File: src/rtl/uart_autobaud_rx_if.sv
// Serial-side and byte-side signal bundle for uart_autobaud_rx.
// The receiver uses the slave view; the line driver / byte consumer uses master.
interface uart_autobaud_rx_if #(
    parameter int DATA_BITS = 8,
    parameter int CNT_W     = 16
);
    logic                 i_uart_rx;
    logic                 i_relock;
    logic [DATA_BITS-1:0] o_uart_data;
    logic                 o_uart_data_vld;
    logic                 o_parity_err;
    logic                 o_frame_err;
    logic                 o_locked;
    logic [CNT_W-1:0]     o_bit_cycles;

    modport slave (
        input  i_uart_rx, i_relock,
        output o_uart_data, o_uart_data_vld, o_parity_err, o_frame_err,
               o_locked, o_bit_cycles
    );

    modport master (
        output i_uart_rx, i_relock,
        input  o_uart_data, o_uart_data_vld, o_parity_err, o_frame_err,
               o_locked, o_bit_cycles
    );
endinterface

File: src/rtl/uart_autobaud_rx.sv
// Self-calibrating UART receiver: measures a 0x55 sync byte to learn the bit
// period, then receives DATA_BITS/PARITY frames and flags parity/framing errors.
module uart_autobaud_rx #(
    parameter int DATA_BITS   = 8,
    parameter int PARITY      = 0,
    parameter int CNT_W       = 16,
    parameter int MIN_BIT_CYC = 16,
    parameter int ERR_RELOCK  = 4
) (
    input  logic              i_clk,
    input  logic              i_rst,
    uart_autobaud_rx_if.slave io_bus
);
    localparam int               TW       = CNT_W + 3;
    localparam logic [CNT_W-1:0] MIN_BC   = CNT_W'(MIN_BIT_CYC);
    localparam logic [7:0]       ERR_LIM  = 8'(ERR_RELOCK);
    localparam logic [3:0]       LAST_IDX = 4'(DATA_BITS - 1);
    localparam logic             PAR_ODD  = (PARITY == 1);

    typedef enum logic [3:0] {
        S_CAL_IDLE, S_CAL_MEAS, S_CAL_STOP, S_IDLE, S_START,
        S_DATA, S_PARITY, S_STOP, S_WAIT_HIGH
    } state_t;

    state_t               r_state;
    logic [1:0]           r_sync;
    logic                 r_prev;
    logic [TW-1:0]        r_total;
    logic [TW-1:0]        r_ivl;
    logic [TW-1:0]        r_ivl_min;
    logic [TW-1:0]        r_ivl_max;
    logic [2:0]           r_edge_cnt;
    logic [CNT_W-1:0]     r_bit;
    // One extra bit so the 1.5-period calibration wait cannot overflow.
    logic [CNT_W:0]       r_tmr;
    logic [3:0]           r_idx;
    logic [DATA_BITS-1:0] r_shift;
    logic                 r_par_bad;
    logic [7:0]           r_err_cnt;
    logic [DATA_BITS-1:0] r_data;
    logic                 r_vld;
    logic                 r_perr;
    logic                 r_ferr;
    logic                 r_locked;
    logic [CNT_W-1:0]     r_bit_out;

    logic                 w_rx;
    logic                 w_fall;
    logic [TW-1:0]        w_total_nxt;
    logic [TW-1:0]        w_ivl_nxt;
    logic [TW-1:0]        w_spread;
    logic [CNT_W-1:0]     w_meas_bit;
    logic [CNT_W-1:0]     w_half;
    logic [CNT_W:0]       w_tmr_nxt;
    logic [CNT_W:0]       w_cal_wait;

    assign w_rx        = r_sync[1];
    assign w_fall      = r_prev & ~w_rx;
    // Counts include the current clock, so eight bit periods give exactly 8*P.
    assign w_total_nxt = r_total + 1'b1;
    assign w_ivl_nxt   = r_ivl + 1'b1;
    assign w_meas_bit  = w_total_nxt[TW-1:3];
    assign w_spread    = r_ivl_max - r_ivl_min;
    assign w_half      = r_bit >> 1;
    assign w_tmr_nxt   = r_tmr + 1'b1;
    assign w_cal_wait  = {1'b0, r_bit} + {2'b00, r_bit[CNT_W-1:1]};

    assign io_bus.o_uart_data     = r_data;
    assign io_bus.o_uart_data_vld = r_vld;
    assign io_bus.o_parity_err    = r_perr;
    assign io_bus.o_frame_err     = r_ferr;
    assign io_bus.o_locked        = r_locked;
    assign io_bus.o_bit_cycles    = r_bit_out;

    // Two-flop synchroniser plus edge history; idle line is high.
    always_ff @(posedge i_clk) begin
        if (i_rst) begin
            r_sync <= 2'b11;
            r_prev <= 1'b1;
        end else begin
            r_sync <= {r_sync[0], io_bus.i_uart_rx};
            r_prev <= r_sync[1];
        end
    end

    // Calibration and frame-reception FSM with registered outputs.
    always_ff @(posedge i_clk) begin
        if (i_rst) begin
            r_state    <= S_CAL_IDLE;
            r_total    <= '0;
            r_ivl      <= '0;
            r_ivl_min  <= '1;
            r_ivl_max  <= '0;
            r_edge_cnt <= '0;
            r_bit      <= '0;
            r_tmr      <= '0;
            r_idx      <= '0;
            r_shift    <= '0;
            r_par_bad  <= 1'b0;
            r_err_cnt  <= '0;
            r_data     <= '0;
            r_vld      <= 1'b0;
            r_perr     <= 1'b0;
            r_ferr     <= 1'b0;
            r_locked   <= 1'b0;
            r_bit_out  <= '0;
        end else begin
            r_vld  <= 1'b0;
            r_perr <= 1'b0;
            r_ferr <= 1'b0;
            if (io_bus.i_relock) begin
                // Relock wins over anything else happening this cycle.
                r_state   <= S_CAL_IDLE;
                r_locked  <= 1'b0;
                r_bit_out <= '0;
                r_err_cnt <= '0;
            end else begin
                case (r_state)
                    S_CAL_IDLE: begin
                        if (w_fall) begin
                            r_total    <= '0;
                            r_ivl      <= '0;
                            r_ivl_min  <= '1;
                            r_ivl_max  <= '0;
                            r_edge_cnt <= 3'd1;
                            r_state    <= S_CAL_MEAS;
                        end
                    end
                    S_CAL_MEAS: begin
                        r_total <= w_total_nxt;
                        r_ivl   <= w_ivl_nxt;
                        if (&r_total) begin
                            r_state <= S_CAL_IDLE;
                        end else if (w_fall) begin
                            r_ivl      <= '0;
                            r_edge_cnt <= r_edge_cnt + 1'b1;
                            if (w_ivl_nxt < r_ivl_min) r_ivl_min <= w_ivl_nxt;
                            if (w_ivl_nxt > r_ivl_max) r_ivl_max <= w_ivl_nxt;
                            if (r_edge_cnt == 3'd4) begin
                                r_bit   <= w_meas_bit;
                                r_tmr   <= '0;
                                r_state <= S_CAL_STOP;
                            end
                        end
                    end
                    S_CAL_STOP: begin
                        r_tmr <= w_tmr_nxt;
                        if (w_tmr_nxt == w_cal_wait) begin
                            if (w_rx && (r_bit >= MIN_BC) &&
                                (w_spread <= {3'b000, w_half})) begin
                                r_bit_out <= r_bit;
                                r_locked  <= 1'b1;
                                r_err_cnt <= '0;
                                r_state   <= S_IDLE;
                            end else begin
                                r_state <= S_CAL_IDLE;
                            end
                        end
                    end
                    S_IDLE: begin
                        if (w_fall) begin
                            r_tmr     <= '0;
                            r_par_bad <= 1'b0;
                            r_state   <= S_START;
                        end
                    end
                    S_START: begin
                        r_tmr <= w_tmr_nxt;
                        if (w_tmr_nxt == {1'b0, w_half}) begin
                            r_tmr <= '0;
                            r_idx <= '0;
                            r_state <= w_rx ? S_IDLE : S_DATA;
                        end
                    end
                    S_DATA: begin
                        r_tmr <= w_tmr_nxt;
                        if (w_tmr_nxt == {1'b0, r_bit}) begin
                            r_tmr   <= '0;
                            r_shift <= {w_rx, r_shift[DATA_BITS-1:1]};
                            r_idx   <= r_idx + 1'b1;
                            if (r_idx == LAST_IDX)
                                r_state <= (PARITY != 0) ? S_PARITY : S_STOP;
                        end
                    end
                    S_PARITY: begin
                        r_tmr <= w_tmr_nxt;
                        if (w_tmr_nxt == {1'b0, r_bit}) begin
                            r_tmr     <= '0;
                            r_par_bad <= (^r_shift) ^ w_rx ^ PAR_ODD;
                            r_state   <= S_STOP;
                        end
                    end
                    S_STOP: begin
                        r_tmr <= w_tmr_nxt;
                        if (w_tmr_nxt == {1'b0, r_bit}) begin
                            r_tmr <= '0;
                            if (w_rx) begin
                                // Mid stop bit: hand off and rearm for a back-to-back start.
                                r_vld     <= 1'b1;
                                r_perr    <= r_par_bad;
                                r_data    <= r_shift;
                                r_err_cnt <= '0;
                                r_state   <= S_IDLE;
                            end else begin
                                r_ferr <= 1'b1;
                                if (r_err_cnt != 8'hFF) r_err_cnt <= r_err_cnt + 1'b1;
                                r_state <= S_WAIT_HIGH;
                            end
                        end
                    end
                    S_WAIT_HIGH: begin
                        if (w_rx) begin
                            if ((ERR_RELOCK != 0) && (r_err_cnt >= ERR_LIM)) begin
                                r_locked  <= 1'b0;
                                r_bit_out <= '0;
                                r_err_cnt <= '0;
                                r_state   <= S_CAL_IDLE;
                            end else begin
                                r_state <= S_IDLE;
                            end
                        end
                    end
                    default: r_state <= S_CAL_IDLE;
                endcase
            end
        end
    end
endmodule

File: src/flat_wrapper.sv
// flat-port wrapper written by rule: the top's interface ports become plain ports
module uart_autobaud_rx_flat 
#(
    parameter int DATA_BITS   = 8,
    parameter int PARITY      = 0,
    parameter int CNT_W       = 16,
    parameter int MIN_BIT_CYC = 16,
    parameter int ERR_RELOCK  = 4
)
  (i_clk, i_rst, io_bus_i_uart_rx, io_bus_i_relock, io_bus_o_uart_data, io_bus_o_uart_data_vld, io_bus_o_parity_err, io_bus_o_frame_err, io_bus_o_locked, io_bus_o_bit_cycles);
  uart_autobaud_rx_if #(.DATA_BITS(DATA_BITS), .CNT_W(CNT_W)) io_bus_i ();
  input  logic i_clk;
  input  logic i_rst;
  input wire logic [$bits(io_bus_i.i_uart_rx)-1:0] io_bus_i_uart_rx;
  input wire logic [$bits(io_bus_i.i_relock)-1:0] io_bus_i_relock;
  output wire logic [$bits(io_bus_i.o_uart_data)-1:0] io_bus_o_uart_data;
  output wire logic [$bits(io_bus_i.o_uart_data_vld)-1:0] io_bus_o_uart_data_vld;
  output wire logic [$bits(io_bus_i.o_parity_err)-1:0] io_bus_o_parity_err;
  output wire logic [$bits(io_bus_i.o_frame_err)-1:0] io_bus_o_frame_err;
  output wire logic [$bits(io_bus_i.o_locked)-1:0] io_bus_o_locked;
  output wire logic [$bits(io_bus_i.o_bit_cycles)-1:0] io_bus_o_bit_cycles;
  assign io_bus_i.i_uart_rx = io_bus_i_uart_rx;
  assign io_bus_i.i_relock = io_bus_i_relock;
  assign io_bus_o_uart_data = io_bus_i.o_uart_data;
  assign io_bus_o_uart_data_vld = io_bus_i.o_uart_data_vld;
  assign io_bus_o_parity_err = io_bus_i.o_parity_err;
  assign io_bus_o_frame_err = io_bus_i.o_frame_err;
  assign io_bus_o_locked = io_bus_i.o_locked;
  assign io_bus_o_bit_cycles = io_bus_i.o_bit_cycles;
  uart_autobaud_rx #(.DATA_BITS(DATA_BITS), .PARITY(PARITY), .CNT_W(CNT_W), .MIN_BIT_CYC(MIN_BIT_CYC), .ERR_RELOCK(ERR_RELOCK)) u_core (.i_clk(i_clk), .i_rst(i_rst), .io_bus(io_bus_i));
endmodule
File: config.mk
export PLATFORM = sky130hd
export DESIGN_NAME = uart_autobaud_rx_flat
export DESIGN_NICKNAME = d
export VERILOG_FILES = /design/src/rtl/uart_autobaud_rx_if.sv /design/src/rtl/uart_autobaud_rx.sv /design/src/flat_wrapper.sv
export SDC_FILE = /design/constraint.sdc
export NUM_CORES = 1
export LEC_CHECK = 0
export BUFFER_PORTS_ARGS = -buffer_cell sky130_fd_sc_hd__clkbuf_2
export CORE_MARGIN = 3
export CORE_UTILIZATION = 25
export CTS_CLUSTER_DIAMETER = 60
export CTS_CLUSTER_SIZE = 8
export DETAILED_ROUTE_END_ITERATION = 7
export GPL_TIMING_DRIVEN = 1
export PLACE_DENSITY_LB_ADDON = 0.12
export SLEW_MARGIN = 20
export SYNTH_ARGS = -nofsm -noshare
export SYNTH_HDL_FRONTEND = slang
export SYNTH_SLANG_ARGS = --single-unit
File: constraint.sdc
create_clock -name i_clk -period 4.5 [get_ports i_clk]
set_input_delay 0.225 -clock i_clk [delete_from_list [all_inputs] [get_ports i_clk]]
set_output_delay 0.225 -clock i_clk [all_outputs]
set_load 0.02 [all_outputs]
==> flow_summary.yaml, run 1 <==
timing:
  drv_slew: 0
  hold_viol_final: 0
  worst_slew_pin_slew_ps: 773
  timing.fmax_mhz: 239
  rsz0062_at_grt: "yes"
  tns_ps: 0
  fin_crit_ps: 4180
  hold_ws_ps: 189
  period_share: 0.930
  setup_viol: 0
  slew_headroom: 0.484
  fin_skew_ps: 14.0
  setup_ws_ps: 316
critical_path:
  critPathRequiredTime_ps: 4910
  max_stage_delay_ps: 390
  endpoint: "u_core.io_bus.o_bit_cycles[1]"
  reg2reg_from: "u_core.r_ivl_max[0]"
  crit_fanout: 8
  cp-startpoint: "u_core.r_ivl_max[0]"
  cp-start-kind: "register"
  rrSetupSlack_ps: 320
  crit_chain: "inv_2 -> ha_4 -> fa_2 -> nor2b_2 -> o31a_1 -> buf_4 -> o21a_1 -> nor2_2 -> o21bai_1 -> a21oi_1 -> xnor2_1 -> ha_1 -> nand4_1 -> nor2_1 -> a22o_1 -> nor4_2 -> nor2_1 -> nor4_2 -> nand4_1 -> buf_6 -> o21ai_4 -> and3b_2 -> clkbuf_16 -> mux2i_1"
  timing_worst_setup_path_type: "reg2reg"
  arrival_ps: 4590
  end_kind: "register"
  worst-r2r-cell-count: 24
  r2r_end: "u_core.io_bus.o_bit_cycles[1]"
  slowest_stage: "fa_2"
synth:
  synth_top_family_by_area: "simple AND/OR/NAND/NOR gates"
  yosys.area_share.simple: 0.228
  synth_top_area_frac: 0.276
  netlist_area_um2: 12200
  yosysTopAreaCell: "dfxtp_1"
  synthDistinctLibCells: 85
  yosysWarningCount: 0
  ys_seq_area_frac: 0.276
  synth_edf_count: 0
  ys_ff_latch: 168
  synth_xor_area_frac: 0.0917
  synth_area_leaders: "dfxtp_1, ha_1, xnor2_1, a21oi_1, nor2_1"
  syn_inst: 1507
  synthAdderAreaFrac: 0.111
  syn_nets: 1618
  avgSynthCellArea_um2: 8.08
  ys.flop_type: "dfxtp_1"
  synth-compound-area-share: 0.202
  synthMuxAreaShare: 0.0339
  synthArstFlopShare: 0
floorplanning:
  dieArea_um2: 51400
  coreArea_um2: 47900
  num_rows: 80
  die_h_um: 227
  start_util: 0.254
  die_w_um: 227
  ios: 32
cells_and_area:
  layout.cells.non_filler: 2190
  layout-drive-gt1-share: 0.124
  nFillCells: 5190
  regArea_um2: 3370
  fin_util: 0.294
  fin_area_um2: 14100
  multi_input_comb_area_um2: 8200
  syn2layout_area_growth_pct: 15.9
  fin_nets: 1673
  diodes: 0
power_and_ir_drop:
  power_density_nw_per_um2: 222
  peakVddDrop_v: 0.000294
  leakage_nw: 5.92
  power.total_mw: 3.14
cts:
  clk-insertion-delay-late_ps: 480
  clk_pin_slew_ps: 70
  cts_tree: "built"
  cts_htree_levels: 4
  clockBufferDepth: 2
  cts_buffers: 17
  clkSinkCount: 168
  root_buffer: "clkbuf_16"
placement:
  io_buffers: 31
  pre_cts_ws_ps: -86.1
  globalplace.congestion: 0.830
  placed_area_um2: 13400
  hpwl_mm: 28.8
  dp.cells: 2152
outcome:
  outcome: "completed"
route:
  first_pass_iters: 4
  routed_wl_mm: 38.2
  vias_per_cell: 4.93
  post-route-drc-count: 0
  drtIter0Drc: 596
  drtAntennaViolNets: 0
  wl_per_cell_um: 17.4
  vias: 10793
global_route:
  grt_max_degree: 55
  grt_usage: 0.152
  overflow: 0
  grt_pass1_vias: 10517
  grt_first_pass_wirelength_mm: 60.3
  antenna_found_initial: 0
job:
  drv_cap: 0
hold_path:
  hold_path.class: "in2reg"
==> Yosys cell counts, types with 10 or more instances <==
cell type	instances
xnor2_1	78
dfxtp_1	168
nor3_1	28
buf_2	18
o31ai_1	13
nor2b_1	12
a21o_1	30
nand3_1	65
o21ai_0	60
a21oi_1	111
and3_1	25
nand4_1	21
a22oi_1	17
clkbuf_1	56
nand2b_1	11
xor2_1	27
o21a_1	15
inv_1	87
mux2i_1	39
nand3b_1	10
nor2_1	139
nor3b_1	13
ha_1	105
nor4_1	12
a211oi_1	25
or3_1	29
a2bb2oi_1	20
nand2_1	122
==> critical path: cells and delay by family (launching register included) <==
| kind | cells | cell delay, ps |
|---|---|---|
| AO/OA/AOI/OAI | 6 | 830 |
| XOR/XNOR | 1 | 130 |
| adder cells (fa/ha/maj) | 3 | 860 |
| buffers and inverters | 4 | 520 |
| flip-flops | 1 | 340 |
| multiplexers | 1 | 180 |
| AND/OR/NAND/NOR | 9 | 1220 |
==> cell type report <==
| type | instances | area share |
|---|---|---|
| inverters | 87 | 0.0231 |
| flip-flops and latches | 168 | 0.239 |
| clock buffers | 18 | 0.0304 |
| clock inverters | 14 | 0.0108 |
| well taps | 615 | 0.0545 |
| multi-input cells | 1172 | 0.581 |
| repair buffers | 116 | 0.0611 |
==> where the power goes <==
group,switching (mW),internal [mW]
clock,0.691,0.819
combinational,0.0901,0.0431
sequential,0.00463,1.49
==> routing by layer <==
layer,up-vias,global-route usage,routed length [µm]
met1,5086,0.203,18500
li1,5518,-,-
met2,138,0.242,17400
met5,-,0,0
met4,0,0.0607,1140
met3,51,0.0300,1180
==> flip-flops by register name, indices dropped and copies added, names as in the netlist <==
name and flops:
u_core.r_bit 16, u_core.r_total 19, u_core.r_ivl 19, u_core.r_par_bad 1
u_core.r_shift 8, u_core.r_err_cnt 8, u_core.r_edge_cnt 3, u_core.r_state 4
u_core.r_idx 4, u_core.r_ivl_max 19, u_core.r_ivl_min 19, u_core.io_bus.o_bit_cycles 16
u_core.r_sync 2, u_core.io_bus.o_locked 1, u_core.io_bus.o_uart_data_vld 1, u_core.io_bus.o_uart_data 8
u_core.io_bus.o_parity_err 1, u_core.r_tmr 17, u_core.r_prev 1, u_core.io_bus.o_frame_err 1
==> cells by family after synthesis <==
kind of cell | count (synthesis)
simple gates | 539
compound gates | 371
flops | 168
buf+inv | 167
xor+xnor | 114
fa+ha+maj | 107
mux | 41
==> timing repair <==
action | 4_1_cts | 5_1_grt
gates cloned | 0 | 2
pin swaps | 0 | 10
setup endpoints to repair | 17 | 28
hold buffers | 1 | 0
setup buffers | 0 | 3
resized for setup | 1 | 20
endpoints found under the hold margin | 1 | 0
==> cells in the final DEF, fill, tap and decap left out, types with 39 or more instances in the layout <==
cell type,instances
buf_4,80
mux2i_1,39
nand2_1,122
nand3_1,65
o21ai_0,58
inv_1,86
nor2_1,136
dfxtp_1,166
xnor2_1,78
ha_1,104
a21oi_1,111
==> worst min path at each step <==
stage	from	endpoint	cells past startpoint
final	i_rst	u_core.r_tmr[16]	2
after global routing	i_rst	u_core.r_total[9]	2
after CTS	i_rst	u_core.r_tmr[16]	2
after detailed placement	u_core.r_sync[0]	u_core.r_sync[1]	1
after global placement	u_core.r_sync[0]	u_core.r_sync[1]	1
after floorplan	io_bus_i_uart_rx	u_core.r_sync[0]	1
(Power assumes the default switching activity.)
==> run 2: changes to the inputs <==
--- a/config.mk
+++ b/config.mk
@@ -9,7 +9,7 @@
 export CORE_MARGIN = 3
 export CORE_UTILIZATION = 25
 export CTS_CLUSTER_DIAMETER = 60
-export CTS_CLUSTER_SIZE = 8
+export CTS_CLUSTER_SIZE = 30
 export DETAILED_ROUTE_END_ITERATION = 7
 export GPL_TIMING_DRIVEN = 1
 export PLACE_DENSITY_LB_ADDON = 0.12
==> constraint.sdc (replaced) <==
create_clock -name i_clk -period 4.5 [get_ports i_clk]
set_input_delay 0.45 -clock i_clk [delete_from_list [all_inputs] [get_ports i_clk]]
set_output_delay 0.45 -clock i_clk [all_outputs]
set_load 0.02 [all_outputs]
==> run 2 against run 1 <==
Compared with the run above:
- non-clock buffer count down 2
- global-route usage shrank 0.089 points
- die area is the same
- power grew 3.8%
- sequential power is essentially flat
- sequential share of layout area is essentially flat
- maximum frequency is 3.1% lower
- count of clock-buffer cells in the layout did not move
- hold slack got worse by 27 ps
- clock power is 8% higher
- clock skew about the same
- combinational power barely moved
- largest cell class unchanged
- largest power group unchanged
- highest routed layer unchanged
==> flow_summary.yaml, run 2 (synthesized netlist as in run 1, its figures left out) <==
timing:
  rsz0062_at_grt: "yes"
  period_share: 0.960
  setup_ws_ps: 181
  tns_ps: 0
  fin_skew_ps: 13.7
  slew_headroom: 0.514
  hold_viol_final: 0
  timing.fmax_mhz: 232
  drv_slew: 0
  fin_crit_ps: 4320
  setup_viol: 0
  worst_slew_pin_slew_ps: 727
cells_and_area:
  layout-drive-gt1-share: 0.122
  layout_commonest_cell: "dfxtp_1"
  diodes: 0
  fin_area_um2: 14100
  nFillCells: 5199
  regArea_um2: 3370
  syn2layout_area_growth_pct: 16.0
  fin_nets: 1671
  multi_input_comb_area_um2: 8190
  final_cell_mix: "dfxtp_1, nor2_1, nand2_1"
  fin_util: 0.294
power_and_ir_drop:
  power.total_mw: 3.26
  power_density_nw_per_um2: 231
  leakage_nw: 5.94
  peakVddDrop_v: 0.000287
floorplanning:
  start_util: 0.254
  coreArea_um2: 47900
  num_rows: 80
  ios: 32
  dieArea_um2: 51400
  die_w_um: 227
  die_h_um: 227
critical_path:
  max_stage_delay_ps: 370
  arrival_ps: 4730
  rrSetupSlack_ps: 180
  cp-start-kind: "register"
  crit_chain: "inv_2 -> ha_4 -> fa_2 -> nor2b_2 -> o31a_1 -> buf_4 -> o21a_1 -> nor2_2 -> o21bai_1 -> a21oi_1 -> xnor2_1 -> ha_1 -> nand4_1 -> nor2_1 -> a22o_1 -> nor4_2 -> nor2_1 -> nor4_2 -> nand4_1 -> buf_6 -> o21ai_4 -> and3b_2 -> clkbuf_16 -> mux2i_1"
  cp_num_buf_inv: 4
  critPathRequiredTime_ps: 4910
  end_kind: "register"
  r2r_end: "u_core.io_bus.o_bit_cycles[6]"
  crit_fanout: 8
  slowest_stage: "fa_2"
  reg2reg_from: "u_core.r_ivl_max[0]"
  worst-r2r-cell-count: 24
  crit_family: "simple AND/OR/NAND/NOR gates"
  timing_worst_setup_path_type: "reg2reg"
route:
  vias_per_cell: 4.96
  vias: 10851
  drtAntennaViolNets: 0
  routed_wl_mm: 38.1
  drtIter0Drc: 576
  first_pass_iters: 5
  wl_per_cell_um: 17.4
  post-route-drc-count: 0
global_route:
  grt_max_degree: 55
  grt_pass1_vias: 10525
  overflow: 0
  grt_first_pass_wirelength_mm: 59.8
  antenna_found_initial: 0
  grt_usage: 0.151
cts:
  clockBufferDepth: 2
  cts_buffers: 17
  clk-insertion-delay-late_ps: 480
  root_buffer: "clkbuf_16"
  cts_htree_levels: 4
  cts_tree: "built"
  clkSinkCount: 168
  clk_pin_slew_ps: 70
placement:
  globalplace.congestion: 0.829
  io_buffers: 31
  hpwl_mm: 28.8
  pre_cts_ws_ps: -46.4
  placed_area_um2: 13400
hold_path:
  hold_path.class: "in2reg"
  hp-start: "io_bus_i_uart_rx"
  hold_path_end: "u_core.r_sync[0]"
  whs_path_depth: 2
job:
  drv_cap: 0
outcome:
  outcome: "completed"
[run 2: cell types whose count changed in the layout (fill, tap and decap cells not counted), sizes merged]
cell / before / now
dlygate4sd3: 1 / 0
clkinvlp: 3 / 0
buf: 83 / 82
bufinv: 2 / 4
clkinv: 8 / 5
inv: 88 / 92
[run 2: area by class of cell]
type | instances | share of cell area
inverters | 87 | 0.0231
flip-flops and latches | 168 | 0.238
well taps | 615 | 0.0545
clock inverters | 14 | 0.0138
repair buffers | 114 | 0.0598
clock buffers | 18 | 0.0304
multi-input cells | 1172 | 0.580
[run 2: worst reg2reg max path, cell delays in order (launching register included)]
cell and delay, ps:
dfxtp_2 330, inv_2 50, ha_4 160, fa_2 370, nor2b_2 130, o31a_1 190, buf_4 130, o21a_1 120
nor2_2 40, o21bai_1 140, a21oi_1 90, xnor2_1 140, ha_1 310, nand4_1 100, nor2_1 70, a22o_1 230
nor4_2 260, nor2_1 100, nor4_2 160, nand4_1 150, buf_6 160, o21ai_4 140, and3b_2 310, clkbuf_16 200
mux2i_1 170
[run 2: timing repair]
action / 4_1_cts / 5_1_grt
setup buffers: 0 / 2
endpoints found under the setup margin: 17 / 27
endpoints found under the hold margin: 0 / 0
gates cloned: 0 / 2
gates resized for setup: 1 / 15
pin swaps: 0 / 15
hold buffers: 0 / 0
[run 2: worst max-delay path by stage]
stage / to / from / slack, ps / depth (start not counted)
5_1_grt: u_core.io_bus.o_bit_cycles[5] / u_core.r_ivl_max[0] / -170 / 24
3_5_place_dp: u_core.io_bus.o_bit_cycles[13] / u_core.r_ivl_max[0] / -50 / 21
3_3_place_gp: u_core.io_bus.o_bit_cycles[6] / u_core.r_ivl_max[0] / -20 / 21
2_1_floorplan: u_core.io_bus.o_bit_cycles[10] / u_core.r_ivl_max[0] / 470 / 21
4_1_cts: u_core.io_bus.o_bit_cycles[6] / u_core.r_ivl_max[0] / 40 / 24
6_report: u_core.io_bus.o_bit_cycles[6] / u_core.r_ivl_max[0] / 180 / 24
[run 2: power breakdown]
part           leakage [nW]  switching [mW]  internal, mW  total, mW
logic                  4.27          0.0895        0.0428      0.132
registers              1.35         0.00445          1.49       1.49
clock network         0.311           0.696         0.935       1.63
total                  5.94           0.790          2.47       3.26
[run 2: metrics by stage]
stage / cells / hold slack, ps
6_report: 2188 / 162
4_1_cts: 2184 / 112
5_1_grt: 2188 / 118
3_5_place_dp: 2152 / 397
3_3_place_gp: 2152 / 401
2_1_floorplan: 1507 / 389
[run 2: layer usage]
metal  part of all wire  wire length (µm)  GRT usage  vias to the layer above
met2               0.45             17200      0.240                      149
li1                   -                 -          -                     5520
met4              0.028              1070     0.0605                        0
met5                  0                 0          0                        -
met3              0.032              1200     0.0320                       47
met1               0.49             18600      0.201                     5135
==> run 3: changes to the inputs <==
--- a/config.mk
+++ b/config.mk
@@ -13,6 +13,7 @@
 export DETAILED_ROUTE_END_ITERATION = 7
 export GPL_TIMING_DRIVEN = 1
 export PLACE_DENSITY_LB_ADDON = 0.12
+export REMOVE_ABC_BUFFERS = 1
 export SLEW_MARGIN = 20
 export SYNTH_ARGS = -nofsm -noshare
 export SYNTH_HDL_FRONTEND = slang
==> run 3 against run 2 <==
Compared with the run above:
- design area decreased by 0.14%
- largest cell class unchanged
- wire length increased by 0.36%
- clock power increased by 4%
- global-route usage increased by 0.12 points
- count of clock-buffer cells in the layout unchanged
- critical path depth decreased by 1
- die area unchanged
- sequential power about the same
- sequential share of layout area about the same
- core utilization about the same
==> flow_summary.yaml, run 3 (synthesized netlist as in run 1, its figures left out) <==
route:
  first_pass_iters: 5
  routed_wl_mm: 38.3
  wl_per_cell_um: 17.6
  post-route-drc-count: 0
  drtIter0Drc: 549
  vias: 10878
  drtAntennaViolNets: 0
  vias_per_cell: 4.99
critical_path:
  rrSetupSlack_ps: 220
  crit_chain: "inv_1 -> ha_1 -> nor2b_2 -> o31a_1 -> buf_4 -> o21a_1 -> nor2_2 -> o21bai_1 -> a21oi_2 -> xnor2_1 -> ha_1 -> nand4_1 -> nor2_1 -> a22o_1 -> nor4_2 -> nor2_1 -> nor4_1 -> nand4_1 -> buf_6 -> o21ai_4 -> and3b_2 -> clkbuf_16 -> mux2i_1"
  slowest_stage: "o31a_1"
  worst-r2r-cell-count: 23
  end_kind: "register"
  endpoint: "u_core.io_bus.o_bit_cycles[5]"
  timing_worst_setup_path_type: "reg2reg"
  cp_num_buf_inv: 4
  reg2reg_from: "u_core.r_ivl_min[2]"
  critPathRequiredTime_ps: 4930
  cp-start-kind: "register"
  cp-startpoint: "u_core.r_ivl_min[2]"
  arrival_ps: 4710
  crit_family: "simple AND/OR/NAND/NOR gates"
  crit_fanout: 8
  r2r_end: "u_core.io_bus.o_bit_cycles[5]"
  max_stage_delay_ps: 350
  path_depth: 23
timing:
  timing.fmax_mhz: 234
  worst_slew_pin_slew_ps: 693
  slew_headroom: 0.535
  fin_crit_ps: 4280
  drv_slew: 0
  rsz0062_at_grt: "yes"
  period_share: 0.952
  setup_viol: 0
  fin_skew_ps: 14.5
  hold_viol_final: 0
cts:
  clk-insertion-delay-late_ps: 500
  cts_buffers: 17
  clk_pin_slew_ps: 70
  cts_tree: "built"
  root_buffer: "clkbuf_16"
  hold_buffers: 0
  clockBufferDepth: 2
  clkSinkCount: 168
  cts_htree_levels: 4
placement:
  globalplace.congestion: 0.834
  hpwl_mm: 28.9
  io_buffers: 31
  placed_area_um2: 13300
cells_and_area:
  layout-drive-gt1-share: 0.118
  fin_area_um2: 14100
  diodes: 0
  fin_nets: 1661
  regArea_um2: 3370
  nFillCells: 5203
  layout_commonest_cell: "dfxtp_1"
  fin_util: 0.294
  syn2layout_area_growth_pct: 15.8
  multi_input_comb_area_um2: 8210
  final_cell_mix: "dfxtp_1, nor2_1, nand2_1"
global_route:
  grt_pass1_vias: 10640
  overflow: 0
  antenna_found_initial: 0
  grt_max_degree: 49
  grt_first_pass_wirelength_mm: 60.6
  grt_usage: 0.152
power_and_ir_drop:
  peakVddDrop_v: 0.000278
  leakage_nw: 5.90
  power_density_nw_per_um2: 235
outcome:
  outcome: "completed"
floorplanning:
  die_h_um: 227
  num_rows: 80
  coreArea_um2: 47900
  die_w_um: 227
  dieArea_um2: 51400
  start_util: 0.254
  ios: 32
hold_path:
  hold_path.class: "in2reg"
job:
  drv_cap: 0
==> run 3: what timing repair did <==
item                       4_1_cts  5_1_grt
resized for setup                2       17
setup endpoints to repair       24       27
pin swaps                        1       10
cloned                           0        2
buffers inserted                 2        3
==> run 3: area by class of cell <==
cell class                      instances  area share
Sequential cell                       168       0.239
Clock inverter                         14      0.0148
Timing Repair Buffer                  104      0.0555
Inverter                               87      0.0232
Clock buffer                           18      0.0312
Multi-Input combinational cell       1172       0.582
Tap cell                              615      0.0546
==> run 3: metal layers <==
metal  up-vias  global-route usage  wire length (µm)
met5         -                   0                 0
met3        35              0.0271              1220
met2       147               0.249             17800
met4         0              0.0534               699
met1      5203               0.203             18600
li1       5493                   -                 -
==> run 3: how the worst min path moves through the flow <==
stage / start / end / slack (ps) / cells after the start
after global placement: u_core.r_sync[0] / u_core.r_sync[1] / 400 / 1
after global routing: io_bus_i_uart_rx / u_core.r_sync[0] / 120 / 2
after floorplan: u_core.r_sync[0] / u_core.r_sync[1] / 390 / 1
after detailed placement: u_core.r_sync[0] / u_core.r_sync[1] / 390 / 1
after CTS: io_bus_i_uart_rx / u_core.r_sync[0] / 90 / 2
final: io_bus_i_uart_rx / u_core.r_sync[0] / 140 / 2
==> run 3: power by group <==
group	internal, mW	switching (mW)
combinational	0.0393	0.0841
clock	0.958	0.728
sequential	1.49	0.0102
==> run 3: through the flow <==
stage | instances | TNS, ps | total power, mW | worst slack [ps] | hold WS [ps]
after floorplan | 1427 | 0 | 1.59 | 99.1 | 389
after global placement | 2139 | -1590 | 1.66 | -76.1 | 396
after detailed placement | 2139 | -4260 | 1.66 | -207 | 395
after CTS | 2173 | 0 | 3.38 | 46.4 | 93.5
after global routing | 2178 | -726 | 3.44 | -59.8 | 123
final | 2178 | 0 | 3.31 | 218 | 138
==> run 3: worst reg2reg max path, delay by kind of cell, from the launching register on <==
family                     cells  cell delay [ps]
DFF                            1              330
AOI/OAI and AO/OA              6             1100
and+or+nand+nor                9             1360
buffers and inverters          4              570
muxes                          1              170
xor gates and xnor gates       1              140
adders and majority gates      2              560
